==> src/rtl/inst_fetch_unit.sv <==
// Instruction fetch front end: drives the fetch PC to instruction memory,
// captures the returned word into a 2-entry prefetch FIFO and presents the
// head to decode over a valid/ready handshake. Redirects flush and retarget.
module inst_fetch_unit #(
  parameter logic [31:0] RESET_PC   = 32'h0000_0000,
  parameter int          MEM_DEPTH  = 4096,
  parameter int          FIFO_DEPTH = 2
) (
  input  logic        clk,
  input  logic        rst,
  output logic [31:0] inst_addr,
  input  logic [31:0] inst,
  output logic        out_valid,
  input  logic        out_ready,
  output logic [31:0] out_inst,
  output logic [31:0] out_pc,
  input  logic        redirect_valid,
  input  logic [31:0] redirect_pc,
  output logic        misalign_err,
  output logic [31:0] fetch_count
);

  logic [31:0] fetch_pc_q, fetch_pc_d;
  logic [1:0]  count_q, count_d;
  logic        rd_ptr_q, rd_ptr_d;
  logic [31:0] ent_pc_q   [FIFO_DEPTH];
  logic [31:0] ent_pc_d   [FIFO_DEPTH];
  logic [31:0] ent_inst_q [FIFO_DEPTH];
  logic [31:0] ent_inst_d [FIFO_DEPTH];
  logic        misalign_q, misalign_d;
  logic [31:0] fetch_count_q, fetch_count_d;

  logic        enq;
  logic        deq;
  logic        wr_idx;
  logic [32:0] pc_plus4;
  logic [31:0] next_pc;

  assign out_valid    = (count_q != 2'd0);
  assign deq          = out_valid && out_ready;
  assign enq          = !redirect_valid && ((count_q < 2'd2) || deq);
  // Free slot is just past the occupied ones; when full with a pop, it is the
  // slot being vacated (count_q[0] == 0 so wr_idx == rd_ptr_q).
  assign wr_idx       = rd_ptr_q ^ count_q[0];
  assign pc_plus4     = {1'b0, fetch_pc_q} + 33'd4;
  assign next_pc      = (pc_plus4 >= 33'(MEM_DEPTH)) ? 32'd0 : pc_plus4[31:0];

  assign inst_addr    = fetch_pc_q;
  assign out_inst     = ent_inst_q[rd_ptr_q];
  assign out_pc       = ent_pc_q[rd_ptr_q];
  assign misalign_err = misalign_q;
  assign fetch_count  = fetch_count_q;

  // Next-state for PC, FIFO occupancy/pointer/storage and status counters.
  always_comb begin
    fetch_pc_d    = fetch_pc_q;
    count_d       = count_q;
    rd_ptr_d      = rd_ptr_q;
    ent_pc_d      = ent_pc_q;
    ent_inst_d    = ent_inst_q;
    misalign_d    = misalign_q;
    fetch_count_d = fetch_count_q;

    if (deq) begin
      fetch_count_d = fetch_count_q + 32'd1;
    end

    if (redirect_valid) begin
      // Pointer is left alone so the outputs keep showing the last head.
      count_d    = 2'd0;
      fetch_pc_d = {redirect_pc[31:2], 2'b00};
      if (redirect_pc[1:0] != 2'b00) begin
        misalign_d = 1'b1;
      end
    end else begin
      if (enq) begin
        ent_pc_d[wr_idx]   = fetch_pc_q;
        ent_inst_d[wr_idx] = inst;
        fetch_pc_d         = next_pc;
      end
      case ({enq, deq})
        2'b10:   count_d = count_q + 2'd1;
        2'b01:   count_d = count_q - 2'd1;
        default: count_d = count_q;
      endcase
      // Advance past a popped head unless that empties the FIFO; when empty
      // the head slot keeps its last contents and is the next write target.
      if (deq && (enq || count_q == 2'd2)) begin
        rd_ptr_d = ~rd_ptr_q;
      end
    end
  end

  // State registers with synchronous reset overriding everything.
  always_ff @(posedge clk) begin
    if (rst) begin
      fetch_pc_q    <= RESET_PC;
      count_q       <= 2'd0;
      rd_ptr_q      <= 1'b0;
      for (int i = 0; i < FIFO_DEPTH; i++) begin
        ent_pc_q[i]   <= 32'd0;
        ent_inst_q[i] <= 32'd0;
      end
      misalign_q    <= 1'b0;
      fetch_count_q <= 32'd0;
    end else begin
      fetch_pc_q    <= fetch_pc_d;
      count_q       <= count_d;
      rd_ptr_q      <= rd_ptr_d;
      ent_pc_q      <= ent_pc_d;
      ent_inst_q    <= ent_inst_d;
      misalign_q    <= misalign_d;
      fetch_count_q <= fetch_count_d;
    end
  end

endmodule

==> config.mk <==
export PLATFORM = sky130hd
export DESIGN_NAME = inst_fetch_unit
export DESIGN_NICKNAME = d
export VERILOG_FILES = /design/src/rtl/inst_fetch_unit.sv
export SDC_FILE = /design/constraint.sdc
export NUM_CORES = 1
export LEC_CHECK = 0
export BUFFER_PORTS_ARGS = -buffer_cell sky130_fd_sc_hd__buf_2
export CAP_MARGIN = 20
export CORE_MARGIN = 3
export CORE_UTILIZATION = 49
export DETAILED_ROUTE_END_ITERATION = 8
export PLACE_DENSITY = 0.74
export SLEW_MARGIN = 20
export SYNTH_ARGS = -nofsm -noshare
export SYNTH_HDL_FRONTEND = slang
export SYNTH_SLANG_ARGS = --single-unit
==> constraint.sdc <==
create_clock -name clk -period 2.7 [get_ports clk]
set_input_delay 0 -clock clk [delete_from_list [all_inputs] [get_ports clk]]
set_output_delay 0 -clock clk [all_outputs]
set_load 0.01 [all_outputs]
==> flow_metrics.py <==
metrics = {
    "run_status": {
        "outcome": "finished clean",
    },
    "setup_path": {
        "cp.required_ns": 3.05,
        "path_cells": "nand3_2 > or2_2 > nor4_1 > mux2i_1 > nand4_1 > nor4b_4 > buf_12 > a32oi_1 > o21ai_1",
        "crit_buf_inv": 1,
        "path_class": "reg2reg",
        "cp-end-kind": "register",
        "ff2ff_path_depth": 9,
        "rr_endpoint": "inst_addr[6]$_SDFFE_PP0P_",
        "cp.arrival_ns": 2.90,
        "cp_slowest_cell": "nor4b_4",
        "startpoint_type": "register",
        "worst-path-max-fanout": 14,
        "cpPeakStageDelay_ns": 0.38,
        "rrSetupSlack_ns": 0.14,
        "cpLargestDelayFamily": "simple AND/OR/NAND/NOR gates",
        "r2r_start": "inst_addr[4]$_SDFFE_PP0P_",
    },
    "sta": {
        "grt_setup_unrepaired": "false",
        "setup_ws_ns": 0.142,
        "setup_total_negative_slack_ns": 0,
        "drv_slew": 0,
        "hold_viol_final": 0,
        "worst_slew_pin_slew_ns": 0.893,
        "max_freq_mhz": 391,
        "skew_ns": 0.0108,
        "setup_violations": 0,
        "finalCriticalPeriod_ns": 2.56,
        "fin_crit_sh_pct": 94.7,
        "relSlewSlack_pct": 40.4,
    },
    "routing": {
        "viasPerCell": 5.37,
        "drt_iter0_drc": 573,
        "drc": 0,
        "drt-total-wl_mm": 23.3,
        "ant_nets": 0,
        "routedWlPerCell_um": 15.5,
        "first_pass_iters": 5,
        "dr_total_vias": 8062,
    },
    "synth": {
        "ys_ff_latch": 190,
        "synth_ff_type": "dfxtp_1",
        "synth_seq_area_share_pct": 45.5,
        "syn_area_mm2": 0.00836,
        "synth_edf_count": 0,
        "synthArstFlopShare_pct": 0,
        "syn_area_per_cell_um2": 8.09,
        "yosys_warnings": 0,
        "netlist-cell-type-count": 52,
        "syn_inst": 1034,
    },
    "pwr": {
        "combPwrFrac_pct": 12.3,
        "p_sw_w": 0.00153,
        "swShare_pct": 25.2,
        "peakVddDrop_mv": 0.449,
        "power.internal_w": 0.00453,
        "seqPwrFrac_pct": 48.9,
        "p_per_area_mw_per_mm2": 559,
        "clock_power_share_pct": 38.9,
        "leakage_nw": 4.45,
    },
    "clocking": {
        "clkTransAtPathRegs_ns": 0.07,
        "cts_max_level": 4,
        "clockBufferDepth": 2,
        "clk_latency_ns": 0.42,
        "root_buffer": "clkbuf_16",
        "numCtsBuffers": 17,
        "cts_tree": "done",
        "cts_sinks": 190,
    },
    "min_path": {
        "min_delay_path_depth": 3,
        "holdPathEnd": "misalign_err$_SDFFE_PP0P_",
        "hold_path.class": "in2reg",
        "hp-start": "redirect_pc[0]",
    },
    "placement": {
        "place_area_mm2": 0.00965,
        "port-buffer-count": 193,
        "post-dp-hpwl_mm": 14.8,
        "dp_worst_setup_slack_ns": 0.139,
        "gp_congestion": 0.941,
    },
    "die": {
        "die_h_um": 137,
        "die_area_mm2": 0.0187,
        "core_mm2": 0.0166,
        "die_x_um": 137,
        "initial_core_util_pct": 50.3,
        "rows": 47,
        "num_io_pins": 198,
    },
    "layout": {
        "area_growth_pct": 29.6,
        "fin_util_pct": 65.1,
        "multi_input_area_mm2": 0.00420,
        "layout_common_cells": "nand2_1, buf_2, dfxtp_1, a21oi_1, nor2_1",
        "final_common_cell": "nand2_1",
        "drive_above_1_share_pct": 26.9,
        "insertedDiodeCount": 0,
        "nets": 1339,
        "final.fill_count": 1406,
        "finalInstanceArea_mm2": 0.0108,
        "regArea_mm2": 0.00381,
    },
    "run": {
        "drv_cap": 0,
    },
    "global_routing": {
        "grt_pass1_vias": 7667,
        "grt_max_degree": 109,
        "grt_pass1_wl_mm": 37.5,
        "track_usage_pct": 24.8,
        "antenna_found_initial": 0,
        "grt-ovfl-total": 0,
    },
}
==> cells in the mapped netlist, types with 4 or more instances <==
cell,instances,share of area (%)
xor2_1,20,2.1
a21oi_1,142,8.5
and3_1,9,0.67
nor3_1,14,0.84
nand3_1,19,1.1
nand2_1,269,12
nand4_1,15,1.1
o21ai_1,7,0.42
or3_1,7,0.52
buf_4,4,0.36
inv_1,14,0.63
a22oi_1,25,2.2
buf_2,7,0.42
a32oi_1,4,0.42
xnor2_1,21,2.2
o21ai_0,10,0.60
and4_1,5,0.52
dfxtp_1,190,45
clkbuf_1,66,3.0
mux2_2,62,8.3
nor2_1,75,3.4
==> worst min-delay path, stage by stage <==
cell and delay, ns:
buf_2 0.07, o21ai_0 0.16, a21oi_1 0.18
==> layout make-up <==
| cell class | count | share of cell area (%) |
|---|---|---|
| clock inverters | 11 | 0.854 |
| repair buffers | 294 | 18.0 |
| clock buffers | 20 | 4.21 |
| multi-input cells | 751 | 38.8 |
| inverters | 14 | 0.485 |
| flip-flops and latches | 190 | 35.2 |
| well taps | 220 | 2.54 |
==> power groups by stage <==
stage / clock, W / sequential, W / combinational, W
global placement: 0 / 0.00302 / 0.000659
CTS: 0.00241 / 0.00296 / 0.000737
global route: 0.00252 / 0.00297 / 0.000818
finish: 0.00235 / 0.00296 / 0.000744
detailed placement: 0 / 0.00302 / 0.000665
floorplan: 0 / 0.00301 / 0.000406
==> routing by layer <==
metal  share of wire, %  track usage, %
met3                6.5            6.25
met1                 42            30.1
met4                2.5            9.35
met5                  0               0
met2                 49            42.3
==> stage by stage <==
step	std cells	power, W	hold WS (ns)
floorplan	1037	0.00342	0.125
global placement	1405	0.00368	0.228
detailed placement	1405	0.00369	0.229
CTS	1498	0.00611	0.0333
global route	1500	0.00630	0.0617
finish	1500	0.00606	0.0409
==> state kept, by name, summed over array words and instances, names as in the netlist <==
name / flops
ent_inst_q: 64
ent_pc_q: 60
fetch_count: 32
inst_addr: 30
count_q: 2
misalign_err: 1
rd_ptr_q: 1
==> worst max path at each step <==
stage / depth (start not counted) / start / endpoint / slack, ns
2_1_floorplan: 10 / inst_addr[3]$_SDFFE_PP0P_ / inst_addr[11]$_SDFFE_PP0P_ / 0.003
3_3_place_gp: 10 / inst_addr[2]$_SDFFE_PP0P_ / inst_addr[5]$_SDFFE_PP0P_ / 0.23
3_5_place_dp: 9 / inst_addr[8]$_SDFFE_PP0P_ / inst_addr[6]$_SDFFE_PP0P_ / 0.14
4_1_cts: 9 / inst_addr[8]$_SDFFE_PP0P_ / inst_addr[6]$_SDFFE_PP0P_ / 0.13
5_1_grt: 10 / inst_addr[3]$_SDFFE_PP0P_ / inst_addr[5]$_SDFFE_PP0P_ / 0.007
6_report: 9 / inst_addr[4]$_SDFFE_PP0P_ / inst_addr[6]$_SDFFE_PP0P_ / 0.14
==> timing repair <==
| action | CTS | global route |
|---|---|---|
| setup buffers | 0 | 2 |
| setup endpoints to repair | 0 | 7 |
| hold buffers | 62 | 0 |
| endpoints found under the hold margin | 94 | 0 |
| gates resized for setup | 0 | 4 |
==> cells by family (layout without fill, tap and decap cells) <==
| kind of cell | count (synthesis) | after routing | synth area share, % |
|---|---|---|---|
| compound gates | 203 | 203 | 13.7 |
| xor+xnor | 41 | 41 | 4.29 |
| fa+ha+maj | 3 | 3 | 0.449 |
| buf+inv | 96 | 339 | 4.77 |
| flops | 190 | 190 | 45.5 |
| mux | 64 | 64 | 8.59 |
| other cells | 1 | 4 | 0.0448 |
| simple gates | 436 | 436 | 22.7 |
No activity file was read; power rests on OpenSTA's default activity.
